File: src/rtl/rto_dac_cmd_decoder.sv
// Decodes timed RTO instructions into DDS frequency/phase/amplitude registers.
// Includes a prescaled linear amplitude-ramp engine with clamped steps.
module rto_dac_cmd_decoder #(
  parameter int unsigned RAMP_PRESCALE = 1
) (
  input  logic         clk,
  input  logic         reset,
  input  logic         flush,
  input  logic         counter_matched,
  input  logic [127:0] rto_out,
  output logic [47:0]  freq_word,
  output logic [15:0]  phase_offset,
  output logic [13:0]  amplitude,
  output logic         phase_reset,
  output logic         param_update,
  output logic         ramp_busy,
  output logic         cmd_error,
  output logic [63:0]  cmd_error_data
);

  typedef enum logic [1:0] {IDLE, RAMP_UP, RAMP_DOWN} state_t;

  localparam logic [15:0] TC = 16'(RAMP_PRESCALE - 1);

  state_t      r_state;
  logic [15:0] r_cnt;
  logic [13:0] r_target;
  logic [13:0] r_step;

  logic [63:0] w_payload;
  logic [3:0]  w_op;
  logic [13:0] w_cmd_tgt;
  logic [13:0] w_cmd_step;
  logic        w_ramp_now;
  logic        w_tc;
  logic        w_step_fire;
  logic [14:0] w_sum;
  logic [14:0] w_diff;
  logic [13:0] w_up_amp;
  logic [13:0] w_dn_amp;
  logic [13:0] w_step_amp;
  logic [47:0] w_freq_n;
  logic [15:0] w_phase_n;
  logic [13:0] w_amp_n;
  logic        w_param_chg;
  logic        w_unused;

  assign w_unused   = ^rto_out[127:64];
  assign w_payload  = rto_out[63:0];
  assign w_op       = w_payload[63:60];
  assign w_cmd_tgt  = w_payload[13:0];
  assign w_cmd_step = w_payload[29:16];
  // A ramp that would not move settles immediately on the capture edge.
  assign w_ramp_now = (w_cmd_step == '0) || (w_cmd_tgt == amplitude);

  assign w_tc        = (r_cnt == TC);
  assign w_step_fire = (r_state != IDLE) && !flush && w_tc;

  // 15-bit arithmetic: bit 14 of w_diff flags an underflow below zero.
  assign w_sum    = {1'b0, amplitude} + {1'b0, r_step};
  assign w_diff   = {1'b0, amplitude} - {1'b0, r_step};
  assign w_up_amp = (w_sum >= {1'b0, r_target}) ? r_target : w_sum[13:0];
  assign w_dn_amp = (w_diff[14] || (w_diff[13:0] <= r_target)) ? r_target : w_diff[13:0];
  assign w_step_amp = (r_state == RAMP_UP) ? w_up_amp : w_dn_amp;

  always_comb begin
    w_freq_n  = freq_word;
    w_phase_n = phase_offset;
    w_amp_n   = w_step_fire ? w_step_amp : amplitude;
    if (counter_matched) begin
      case (w_op)
        4'h1:    w_freq_n  = w_payload[47:0];
        4'h2:    w_phase_n = w_payload[15:0];
        4'h3:    w_amp_n   = w_cmd_tgt;
        4'h4:    w_amp_n   = w_ramp_now ? w_cmd_tgt : amplitude;
        default: ;
      endcase
    end
    w_param_chg = (w_freq_n != freq_word) || (w_phase_n != phase_offset) ||
                  (w_amp_n != amplitude);
  end

  always_ff @(posedge clk or posedge reset) begin
    if (reset) begin
      r_state        <= IDLE;
      r_cnt          <= '0;
      r_target       <= '0;
      r_step         <= '0;
      freq_word      <= '0;
      phase_offset   <= '0;
      amplitude      <= '0;
      phase_reset    <= 1'b0;
      param_update   <= 1'b0;
      ramp_busy      <= 1'b0;
      cmd_error      <= 1'b0;
      cmd_error_data <= '0;
    end else begin
      freq_word    <= w_freq_n;
      phase_offset <= w_phase_n;
      amplitude    <= w_amp_n;
      param_update <= w_param_chg;
      phase_reset  <= counter_matched && (w_op == 4'h5);
      cmd_error    <= counter_matched && (w_op >= 4'h6);
      if (counter_matched && (w_op >= 4'h6)) cmd_error_data <= w_payload;

      // Amplitude commands take priority over flush and over an in-flight step.
      if (counter_matched && (w_op == 4'h3)) begin
        r_state   <= IDLE;
        r_cnt     <= '0;
        ramp_busy <= 1'b0;
      end else if (counter_matched && (w_op == 4'h4)) begin
        r_target <= w_cmd_tgt;
        r_step   <= w_cmd_step;
        r_cnt    <= '0;
        if (w_ramp_now) begin
          r_state   <= IDLE;
          ramp_busy <= 1'b0;
        end else begin
          r_state   <= (w_cmd_tgt > amplitude) ? RAMP_UP : RAMP_DOWN;
          ramp_busy <= 1'b1;
        end
      end else begin
        case (r_state)
          RAMP_UP, RAMP_DOWN: begin
            if (flush) begin
              r_state   <= IDLE;
              r_cnt     <= '0;
              ramp_busy <= 1'b0;
            end else if (w_tc) begin
              r_cnt <= '0;
              if (w_step_amp == r_target) begin
                r_state   <= IDLE;
                ramp_busy <= 1'b0;
              end
            end else begin
              r_cnt <= r_cnt + 16'd1;
            end
          end
          default: begin
            r_state   <= IDLE;
            r_cnt     <= '0;
            ramp_busy <= 1'b0;
          end
        endcase
      end
    end
  end

endmodule

File: config.mk
export PLATFORM = sky130hd
export DESIGN_NAME = rto_dac_cmd_decoder
export DESIGN_NICKNAME = d
export VERILOG_FILES = /design/src/rtl/rto_dac_cmd_decoder.sv
export SDC_FILE = /design/constraint.sdc
export NUM_CORES = 1
export LEC_CHECK = 0
export ABC_AREA = 1
export CAP_MARGIN = 30
export CORE_MARGIN = 4
export CORE_UTILIZATION = 40
export DETAILED_ROUTE_END_ITERATION = 8
export PLACE_DENSITY = 0.67
export SETUP_SLACK_MARGIN = 0.3
export SYNTH_ARGS = -nofsm -noshare
export SYNTH_HDL_FRONTEND = slang
export SYNTH_SLANG_ARGS = --single-unit
File: constraint.sdc
create_clock -name clk -period 13.9 [get_ports clk]
set_clock_uncertainty 0.2 [all_clocks]
set_input_delay 4.17 -clock clk [delete_from_list [all_inputs] [get_ports clk]]
set_output_delay 4.17 -clock clk [all_outputs]
set_load 0.02 [all_outputs]
After elaboration in Yosys (flattened, before gate mapping)
Cells that the tools add are included.
- input bits: 132
- register bits: 192
- output and inout port bits: 146
- word-level logic and storage cells: 82
- mux-type cells: 31
- magnitude comparators: 4
- equality and inequality tests: 14
- reduce and logical (&&, ||, !) cells: 17
- bitwise logic cells: 1
- $add $sub $neg: 3
- operators by type and width (cell ; number):
    $mux W16 ; 7
    $mux W48 ; 2
    $mux W14 ; 6
    $ne A48 B48 Y1 ; 1
    $eq A14 B14 Y1 ; 2
    $pmux W14 S2 ; 1
    $add A16 B1 Y16 const B ; 1
    $logic_not A16 Y1 ; 1
    $mux W2 ; 8
    $ne A16 B16 Y1 ; 1
    $add A14 B14 Y15 ; 1
    $ge A15 B14 Y1 ; 1
    $sub A14 B14 Y15 ; 1
    $gt A14 B14 Y1 ; 1
    $le A14 B14 Y1 ; 1
    $logic_not A14 Y1 ; 1
    $ne A14 B14 Y1 ; 1
    $ne A5 B5 Y1 const B ; 2
    $eq A4 B2 Y1 const B ; 2
    $eq A4 B3 Y1 const B ; 2
    $mux W1 ; 7
    $logic_and A1 B1 Y1 ; 6
    $eq A4 B1 Y1 const B ; 1
    $ge A4 B3 Y1 const B ; 1
    other kinds (8) ; 12

Depth between registers and ports, before layout
Gate-level depths: netlist of the first run.
- depth in word-level cells: 12
- mapped depth: 33

Least setup slack after synthesis of the first run
No wires, ideal clock.
- path kind: in2reg
- start point: input rto_out[13]
- end point: register param_update
- stages: 17
- path buffers: 1
- path slack: 7605 ps
- arrival: 5977 ps
- path through: ha_1 > nand2_1 > inv_1 > nand3_1 > nor3_1 > nand4_1 > nand2_2 > buf_2 > nor3_1 > o21ai_0 > nand2_1 > nand2_1 > nand2_1 > nor2_1 > nand2_1 > nor2_1 > nand2_1
- longest elaborated chain between the ends: 7
- elaborated cells between the ends (all ways): 14
- those cells by class: eq/ne: 4; mux: 7; reduce/logical: 3
- RTL lines (item ; line ; text):
    start, declared ; 10 ; input logic [127:0] rto_out,
    $eq A14 B14 Y1 ; 54 ; assign w_ramp_now = (w_cmd_step == '0) || (w_cmd_tgt == amplitude);
    $logic_or A1 B1 Y1 ; 54 ;
    $mux W14 ; 75 ; 4'h4: w_amp_n = w_ramp_now ? w_cmd_tgt : amplitude;
    $pmux W14 S2 ; 71 ; case (w_op)
    $mux W14 ; 70 ; if (counter_matched) begin
    via w_amp_n[11] ; 44 ; logic [13:0] w_amp_n;
    $ne A14 B14 Y1 ; 80 ; (w_amp_n != amplitude);
    $logic_or A1 B1 Y1 ; 79 ; w_param_chg = (w_freq_n != freq_word) || (w_phase_n != phase_offset) ||
    via w_param_chg ; 45 ; logic w_param_chg;
    end signal, assigned ; 101 ; param_update <= w_param_chg;
    end, declared ; 15 ; output logic param_update,
The timed path passes the listed nets, and every way through them passes these cells.
A chain may end at the register's enable or synchronous reset.

Final worst setup path of the first run
- start point: input rto_out[63]
- end point: register param_update
- longest elaborated chain between the ends: 6
- elaborated cells between the ends (all ways): 15
- those cells by class: eq/ne: 7; mux: 6; reduce/logical: 2
- RTL lines (item ; line):
    $eq A4 B1 Y1 or $eq A4 B2 Y1 (tied branches) ; 71
    $mux W48 or $mux W16 (tied branches) ; 71
    $mux W48 or $mux W16 (tied branches) ; 70
    $ne A48 B48 Y1 or $ne A16 B16 Y1 (tied branches) ; 79
    $logic_or A1 B1 Y1 ; 79
    $logic_or A1 B1 Y1 * ; 79
    via w_param_chg ; 45
Mark *: on every way through the listed nets, which the timed path passes. The rest lies on a longest branch.

==> results of run 1 <==
==> cells by family (layout without fill, tap and decap cells) <==
| group | Yosys count | count (layout) | share of synthesized area, % |
|---|---|---|---|
| and+or+nand+nor | 1034 | 1034 | 33.20 |
| buffers and inverters | 376 | 566 | 11.40 |
| AOI/OAI and AO/OA | 277 | 277 | 10.99 |
| DFF | 192 | 192 | 36.23 |
| adders and majority gates | 76 | 76 | 7.284 |
| xor gates and xnor gates | 10 | 10 | 0.6605 |
| muxes | 3 | 3 | 0.2265 |
==> metal layers <==
layer	vias up	part of all wire [%]	wire, um
met2	469	47	22360
met3	58	7.3	3448
met5	-	0	0
met4	0	2.4	1147
li1	6628	-	-
met1	6296	43	20580
==> power by group through the flow <==
stage          logic, W  clock network, W  registers, W
6_report        0.00177          0.000520      0.000776
5_1_grt         0.00198          0.000552      0.000789
4_1_cts         0.00176          0.000529      0.000773
3_5_place_dp    0.00175                 0      0.000782
3_3_place_gp    0.00173                 0      0.000779
2_1_floorplan   0.00108                 0      0.000847
==> area by class of cell <==
class	count	share of cell area [%]
tap	442	3.387
sequential	192	29.42
timing repair buffer	221	13.67
inverter	313	7.241
clock inverter	12	0.8812
clock buffer	20	2.797
multi-input combinational	1400	42.60
==> through the flow <==
| stage | setup slack, ns | hold WS, ns | instances | cell area [um^2] | power, W |
|---|---|---|---|---|---|
| 2_1_floorplan | 4.303 | 0.2322 | 1968 | 13260 | 0.001929 |
| 3_3_place_gp | 5.883 | 0.2468 | 2566 | 15670 | 0.002508 |
| 3_5_place_dp | 5.815 | 0.2572 | 2568 | 15730 | 0.002528 |
| 4_1_cts | 6.294 | 0.2687 | 2600 | 16330 | 0.003059 |
| 5_1_grt | 5.955 | 0.2877 | 2600 | 16330 | 0.003319 |
| 6_report | 6.275 | 0.2642 | 2600 | 16330 | 0.003067 |
==> flip-flops by register name (all words and copies together) (netlist names) <==
register        cells
param_update        1
r_cnt              16
amplitude          14
r_target           14
r_state             2
cmd_error_data     64
ramp_busy           1
r_step             14
phase_offset       16
cmd_error           1
freq_word          48
phase_reset         1
==> worst max-delay path by stage <==
stage | start | end | slack, ns | depth (start not counted)
finish | rto_out[63] | param_update | 6.28 | 19
global route | rto_out[63] | param_update | 5.96 | 19
floorplan | reset | amplitude[0] | 4.30 | 1
global placement | rto_out[63] | param_update | 5.88 | 19
CTS | rto_out[63] | param_update | 6.29 | 19
detailed placement | rto_out[63] | param_update | 5.82 | 19
==> cells in the final DEF (no fill, tap or decap), types with 3 or more instances in the layout <==
cell             netlist  layout
o21a_1                 7       7
o21ai_1                8       8
o2111ai_1              6       6
nor3_1                41      41
o21ai_0              168     168
inv_1                307     306
dfrtp_1              192     192
nor2_1               151     150
nand3_1              134     134
a21oi_1               76      76
mux2i_1                3       3
o211ai_1               5       5
ha_1                  74      74
nor2_4                 2       4
nor4_1                15      15
inv_8                  0       3
nand2_1              620     620
inv_2                  5       6
inv_6                  0       4
buf_4                  7       6
clkbuf_16              0      17
clkdlybuf4s50_1        0     213
xor2_1                 9       9
nand4_1               52      52
==> worst reg2reg max path, cell delays in order (launching register included) <==
cell and delay (ns):
dfrtp_1 0.65, inv_1 0.28, fa_1 0.55, inv_1 0.15, nand2_1 0.07, nand3_1 0.16, nand2_1 0.07, nand2_1 0.11
xor2_1 0.31, ha_1 0.33, nand2_1 0.08, nand2_1 0.05, nand3_1 0.06, nand2_1 0.05, nor2_1 0.11, nand3_1 0.09
nand2_1 0.60, nand3_4 0.41, nand2_1 0.16, nand3_1 0.13, nand3_1 0.21, nand2_1 0.11, nand2_1 0.11, nor2_1 0.05
a21oi_1 0.13, nand2_1 0.09, nor2_1 0.14, nand2_1 0.08
==> impl_metrics.ini, run 1 <==
[run_status]
status = completed

[flow_run]
cap_violations = 0

[setup_path]
path_class = in -> reg
critPathBufInv = 3
startpoint_type = input pin
crit_top_cell = nand2_1
r2r_start = amplitude[1]
endpoint_kind = flop
critPathTopFamily = buffers and inverters
critical_path.max_stage_delay_ns = 0.74
required_ns = 14.05
r2r_end = param_update
cp_max_fo = 106
cp.arrival_ns = 7.77
rr_worst_depth = 27
path_cells = clkdlybuf4s50_1, nor2_4, nand4_4, buf_4, inv_2, nand2_1, nand2_1, o21ai_0, nand2_1, nor3_1, nand3_1, nor2_1, nand2_1, nor2_1, nand2_1, nor2_1, nand2_1, nor2_1, nand2_1
r2r_slack_ns = 8.27
crit_path_top_delay_cell = buf_4

[drt]
post_drt_wl_per_cell_um = 18.28
wl_mm = 47.53
vias = 13451
firstDrtPassIters = 8
vias_per_cell = 5.173
route.detailed.drc = 0
dr.first_iter.drc_count = 1141
final_antenna_net_count = 0

[power]
seqPwrFrac_pct = 25.3
clkPwrFrac_pct = 16.9
p_switching_w = 0.001524
ir_drop_v = 0.0001192
p_per_area_nw_per_um2 = 187.8
pwr-share-comb_pct = 57.8
power_leakage_nw = 8.276
p_int_w = 0.001543
swShare_pct = 49.69

[logic_synthesis]
synthTopCellsByCount = 620 x nand2_1, 307 x inv_1, 192 x dfrtp_1, 168 x o21ai_0, 151 x nor2_1
synth_cells = 1968
syn_nets = 2176
synth_top_area_share_pct = 36.23
synth-edff-count = 0
yosysSeqAreaShare_pct = 36.23
syn_avg_cell_area_um2 = 6.738
yosys_warnings = 0
synth_most_common_cell = nand2_1
synthTopCellsByArea = dfrtp_1 36%, nand2_1 18%, inv_1 8.7%, ha_1 7.0%, o21ai_0 6.3%
ys_ff_latch = 192
yosysUniqueCellTypes = 45
syn_area_um2 = 13260
async_reset_ff_share_pct = 100.0
yosysTopAreaCell = dfrtp_1
synth_flop_cell = dfrtp_1

[timing]
rsz0062_at_grt = false
tightest_slew_ns = 0.9549
min_period_over_period_pct = 54.86
setup_viol = 0
period_needed_ns = 7.625
max_clock_freq_mhz = 131.1
fin_setup_tns_ns = 0
finalHoldViolCount = 0
max_slew_margin_pct = 36.34
slew_violations = 0

[clock_network]
clk_pin_slew_worst_paths_ns = 0.08
cts_tree = yes
cts_buffers = 17
clk_latency_ns = 0.47
cts_setup_buffers = 0
clockBufferDepth = 2
cts_root_buffer = clkbuf_16
cts_max_level = 4
cts.sinks = 192
ctsResizeCount = 0
ctsHoldBuffers = 0

[layout]
multi_input_area_um2 = 6957
fill_cells = 3263
layout-drive-gt1-share_pct = 3.012
syn_to_final_growth_pct = 23.15
fin_util_pct = 50.06
diodes = 0
fin_nets = 2353
layout.area.seq_um2 = 4805

[global_routing]
grt-busiest-layer = met2
antenna_found_initial = 0
grt_remaining_overflow = 0
gr-usage-met1_pct = 34.90
grt_max_degree = 113
grt_use_total_pct = 26.16
met3_usage_pct = 6.165
grt_pass1_vias = 12792
grt_pass1_wl_mm = 73.42
grt.met2_usage_pct = 42.53

[min_path]
min_to = r_cnt[0]
hold_path_class = reg -> reg
worstHoldStart = r_cnt[0]
whs_path_depth = 1

[place]
place_congestion = 0.9037
hpwl_mm = 36.36
portBuffers = 213

[die]
coreArea_um2 = 32620
start_util_pct = 40.65
row_count = 66
die_y_um = 190.1
die_w_um = 190.1
fp.dieArea_um2 = 36130
io_pins = 278
(Power assumes the default switching activity.)
==> run 2: changes to the inputs <==
Settings changed: PLACE_DENSITY 0.67 to 0.7.
Clock period 13.9 ns to 7 ns, I/O delays scaled along.
==> run 2 against run 1 <==
Register-to-register slack lost 6.6 ns. Utilization is the same. Hold slack gained 0.0074 ns. Total power grew 95%. Die area is the same. Wire length shrank 4.8%. Clock-buffer cell count shrank 2. Worst setup slack lost 4.6 ns. Final cell count grew 0.23%. Via count grew 0.65%. Non-clock buffer count grew 4. Sequential share of layout area is the same.
==> impl_metrics.ini, run 2 (synthesized netlist as in run 1, its figures left out) <==
[run_status]
status = completed

[min_path]
hold_path_class = reg -> reg
worstHoldStart = cmd_error_data[44]

[die]
start_util_pct = 40.65
die_w_um = 190.1
die_y_um = 190.1
io_pins = 278
row_count = 66
fp.dieArea_um2 = 36130
coreArea_um2 = 32620

[layout]
top_register = cmd_error_data
final_cell_mix = 620 x nand2_1, 306 x inv_1, 213 x clkdlybuf4s50_1
fin_nets = 2357
fill_cells = 3234
largestRegisters = cmd_error_data (64), freq_word (48)
stdcell_area_um2 = 16330
layout-drive-gt1-share_pct = 3.191
layout_commonest_cell = nand2_1
multi_input_area_um2 = 6957
layout.area.seq_um2 = 4805
syn_to_final_growth_pct = 23.15
largest_register_ffs = 64

[timing]
min_period_over_period_pct = 76.74
fin_setup_tns_ns = 0
setup_slack_ns = 1.628
finalHoldViolCount = 0
period_needed_ns = 5.372
tightest_slew_ns = 0.8436
max_clock_freq_mhz = 186.2
rsz0062_at_grt = false
max_slew_margin_pct = 43.76
setup_viol = 0
slew_violations = 0

[drt]
post_drt_wl_per_cell_um = 17.36
firstDrtPassIters = 7
final_antenna_net_count = 0
wl_mm = 45.24
vias = 13538
route.detailed.drc = 0
vias_per_cell = 5.195
dr.first_iter.drc_count = 1190

[clock_network]
clk_latency_ns = 0.45
clk_pin_slew_worst_paths_ns = 0.07
ctsResizeCount = 0
cts_root_buffer = clkbuf_16
cts_buffers = 17
cts.sinks = 192
cts_tree = yes
cts_setup_buffers = 0
cts_max_level = 4
ctsHoldBuffers = 0
clockBufferDepth = 2

[setup_path]
cp_max_fo = 28
path_class = in -> reg
startpoint_type = input pin
r2r_start = amplitude[1]
path_cells = clkdlybuf4s50_1, ha_1, nand2_1, inv_1, nand3_1, nor3_1, nand4_1, nand2_2, nand2_1, a21oi_1, o21ai_0, nand3_1, nand2_1, nor2_1, nand2_1, nor2_1, nand2_1
required_ns = 7.13
endpoint_kind = flop
cp.arrival_ns = 5.50
crit_top_cell = nand2_1
startpoint = rto_out[13]
critical_path.max_stage_delay_ns = 0.56
crit_path_top_delay_cell = clkdlybuf4s50_1

[place]
hpwl_mm = 35.30
pre_cts_ws_ns = 1.233
placed_area_um2 = 15740
portBuffers = 213
place_congestion = 0.9296

[flow_run]
cap_violations = 0

[global_routing]
grt_pass1_vias = 13126
grt_use_total_pct = 24.82
grt_pass1_wl_mm = 70.95
antenna_found_initial = 2
grt_remaining_overflow = 0
grt_max_degree = 88

[power]
p_int_w = 0.003071
power_leakage_nw = 8.279
swShare_pct = 48.55
seqPwrFrac_pct = 25.8
ir_drop_v = 0.0002636
clkPwrFrac_pct = 16.9
p_per_area_nw_per_um2 = 365.5
p_switching_w = 0.002898
pwr-share-comb_pct = 57.4
[run 2: changes by cell type in the layout (fill, tap and decap cells not counted)]
| cell | before | now |
|---|---|---|
| buf_16 | 2 | 0 |
| buf_4 | 6 | 10 |
| clkinv_8 | 2 | 0 |
| clkinv_2 | 0 | 3 |
| clkinvlp_4 | 2 | 4 |
| inv_6 | 4 | 3 |
| diode_2 | 0 | 2 |
| inv_8 | 3 | 2 |
| clkbuf_8 | 2 | 0 |
| buf_12 | 0 | 2 |
| bufinv_16 | 1 | 2 |
[run 2: per-stage QoR]
| stage | total power (W) | instances | hold slack [ns] | util (%) |
|---|---|---|---|---|
| 3_5_place_dp | 0.004931 | 2572 | 0.2572 | 48.25 |
| 4_1_cts | 0.005956 | 2604 | 0.2755 | 50.05 |
| 5_1_grt | 0.006485 | 2606 | 0.2939 | 50.06 |
| 6_report | 0.005968 | 2606 | 0.2716 | 50.06 |
| 2_1_floorplan | 0.003830 | 1968 | 0.2322 | - |
| 3_3_place_gp | 0.004869 | 2572 | 0.2467 | 48.25 |
[run 2: area by class of cell]
cell class,count,area share (%)
clock inverters,14,0.9501
well taps,442,3.387
diodes,2,0.03065
inverters,313,7.218
clock buffers,18,2.628
flip-flops and latches,192,29.42
multi-input cells,1400,42.60
repair buffers,225,13.76
[run 2: critical path, delay by kind of cell]
family	cells	cell delay, ns
AO/OA/AOI/OAI	2	0.35
adder cells (fa/ha/maj)	1	0.38
buffers and inverters	2	0.62
AND/OR/NAND/NOR	12	2.02
[run 2: power by group through the flow]
stage	sequential [W]	combinational, W	clock, W
after floorplan	0.00168	0.00215	0
after global placement	0.00154	0.00333	0
after detailed placement	0.00155	0.00338	0
after CTS	0.00153	0.00341	0.00102
after global routing	0.00156	0.00386	0.00106
final	0.00154	0.00342	0.00101
[run 2: path summary, 6_finish.rpt]
kind | end | slack [ns] | cells after the start
min in group asynchronous | phase_offset[6] | 1.72 | 2
setup reg to reg | param_update | 1.69 | 27
hold reg to reg | cmd_error_data[44] | 0.27 | 2
hold / removal | cmd_error_data[44] | 0.27 | 2
max in group asynchronous | r_cnt[7] | 3.85 | 3
setup / recovery | param_update | 1.63 | 17
[run 2: per-layer routing]
layer  up-vias  share of wire, %  global-route usage, %
met3        79               5.9                  4.110
met2       458                48                  42.11
li1       6646                 -                      -
met5         -                 0                      0
met1      6355                42                  31.92
met4         0               3.5                  9.321
==> run 3: changes to the inputs <==
Settings changed: PLACE_DENSITY 0.7 to 0.67.
Clock period 7 ns to 5.5 ns, I/O delays scaled along.
==> run 3 against run 2 <==
First-iteration DRC count is 15% higher. Hold slack better by 0.0023 ns. Register-to-register slack worse by 1.1 ns. Total power is 30% higher. Design area is 1.5% higher. Sequential share of layout area is 0.42 points lower. Final cell count is 1.0% higher. Sequential power is 22% higher. Wire length is 4.2% higher. Flip-flop and latch count stayed put. Global-route usage is 1.2 points higher. Largest power group unchanged. Highest routed layer unchanged.
==> impl_metrics.ini, run 3 (synthesized netlist as in run 1, its figures left out) <==
[global_routing]
grt_use_total_pct = 26.07
grt_max_degree = 110
grt_pass1_wl_mm = 73.86
antenna_found_initial = 0
grt_remaining_overflow = 0
grt_pass1_vias = 13099

[timing]
max_slew_margin_pct = 54.95
tightest_slew_ns = 0.6758
min_period_over_period_pct = 88.55
fin_setup_tns_ns = 0
max_clock_freq_mhz = 205.3
finalHoldViolCount = 0
rsz0062_at_grt = false
setup_viol = 0
slew_violations = 0
period_needed_ns = 4.870

[setup_path]
cp_max_fo = 9
path_class = reg -> reg
crit_top_cell = nand2_1
crit_path_top_delay_cell = dfrtp_2
endpoint_kind = flop
critical_path.max_stage_delay_ns = 0.48
required_ns = 5.62
startpoint_type = flop
cp.arrival_ns = 4.99

[die]
row_count = 66
fp.dieArea_um2 = 36130
die_y_um = 190.1
die_w_um = 190.1
coreArea_um2 = 32620
io_pins = 278
start_util_pct = 40.65

[clock_network]
clk_pin_slew_worst_paths_ns = 0.08
cts_root_buffer = clkbuf_16
cts_max_level = 4
clockBufferDepth = 2
cts_tree = yes
clk_latency_ns = 0.44
cts.sinks = 192
cts_buffers = 17
ctsHoldBuffers = 0

[drt]
wl_mm = 47.15
dr.first_iter.drc_count = 1365
vias_per_cell = 5.158
post_drt_wl_per_cell_um = 17.91
route.detailed.drc = 0
firstDrtPassIters = 6
final_antenna_net_count = 0
vias = 13581

[layout]
multi_input_area_um2 = 6959
fin_nets = 2386
layout_commonest_cell = nand2_1
syn_to_final_growth_pct = 24.98
layout.area.seq_um2 = 4806
final_cell_mix = 619 x nand2_1, 306 x inv_1, 213 x clkdlybuf4s50_1
fill_cells = 3242
largest_register_ffs = 64
diodes = 0
largestRegisters = cmd_error_data (64), freq_word (48)
finalNonFillerCells = 2633
layout-drive-gt1-share_pct = 4.610
top_register = cmd_error_data

[place]
hpwl_mm = 37.22
dp_cells = 2601
place_congestion = 0.9878
portBuffers = 213

[run_status]
status = completed

[power]
seqPwrFrac_pct = 24.2
power_leakage_nw = 8.430
p_switching_w = 0.003816
p_per_area_nw_per_um2 = 469.0
clkPwrFrac_pct = 16.4
ir_drop_v = 0.0002988
swShare_pct = 49.10
pwr-share-comb_pct = 59.4
p_int_w = 0.003956

[min_path]
hold_path_class = reg -> reg

[flow_run]
cap_violations = 0
-- run 3: worst max-delay path, delay by kind of cell, from the launching register on --
kind / cells / cell delay (ns)
adders and majority gates: 3 / 1.02
buffers and inverters: 2 / 0.22
DFF: 1 / 0.48
and+or+nand+nor: 24 / 2.82
-- run 3: worst paths after layout --
check | from | endpoint | slack, ns | depth (start not counted)
hold reg to reg | cmd_error_data[22] | cmd_error_data[22] | 0.27 | 2
hold / removal | cmd_error_data[22] | cmd_error_data[22] | 0.27 | 2
setup reg to reg | amplitude[0] | param_update | 0.63 | 29
max in group asynchronous | reset | r_step[6] | 3.00 | 3
setup / recovery | amplitude[0] | param_update | 0.63 | 29
min in group asynchronous | reset | phase_offset[2] | 1.25 | 2
-- run 3: metal layers --
layer / up-vias / track usage [%] / wire length (um)
li1: 6701 / - / -
met1: 6355 / 34.17 / 19760
met2: 464 / 43.47 / 22580
met3: 61 / 6.000 / 3611
met4: 0 / 7.151 / 1192
met5: - / 0 / 0
-- run 3: repair_timing --
action,4_1_cts,5_1_grt
buffers inserted,0,0
setup endpoints to repair,0,4
gates resized for setup,0,2
-- run 3: area by class of cell --
cell class                      instances  share of cell area (%)
Multi-Input combinational cell       1400                   41.99
Inverter                              313                   7.112
Timing Repair Buffer                  254                   14.95
Clock buffer                           17                   2.567
Clock inverter                         15                   1.042
Tap cell                              442                   3.337
Sequential cell                       192                   29.00
-- run 3: power by group through the flow --
stage	Sequential, W	Combinational (W)	Clock (W)
after floorplan	0.00214	0.00273	0
after global placement	0.00190	0.00447	0
after detailed placement	0.00190	0.00453	0
after CTS	0.00188	0.00456	0.00130
after global routing	0.00192	0.00514	0.00136
final	0.00188	0.00461	0.00127
-- run 3: per-stage QoR --
stage / setup slack, ns / hold slack, ns / total power, W / instance area, um^2 / util (%)
after CTS: 0.5287 / 0.2807 / 0.007748 / 16570 / 50.79
after global placement: 0.5724 / 0.2497 / 0.006363 / 15970 / 48.96
after detailed placement: 0.5412 / 0.2618 / 0.006436 / 15970 / 48.96
final: 0.6300 / 0.2739 / 0.007772 / 16570 / 50.81
after floorplan: 1.174 / 0.2322 / 0.004874 / 13260 / -
after global routing: 0.3258 / 0.2988 / 0.008421 / 16570 / 50.81
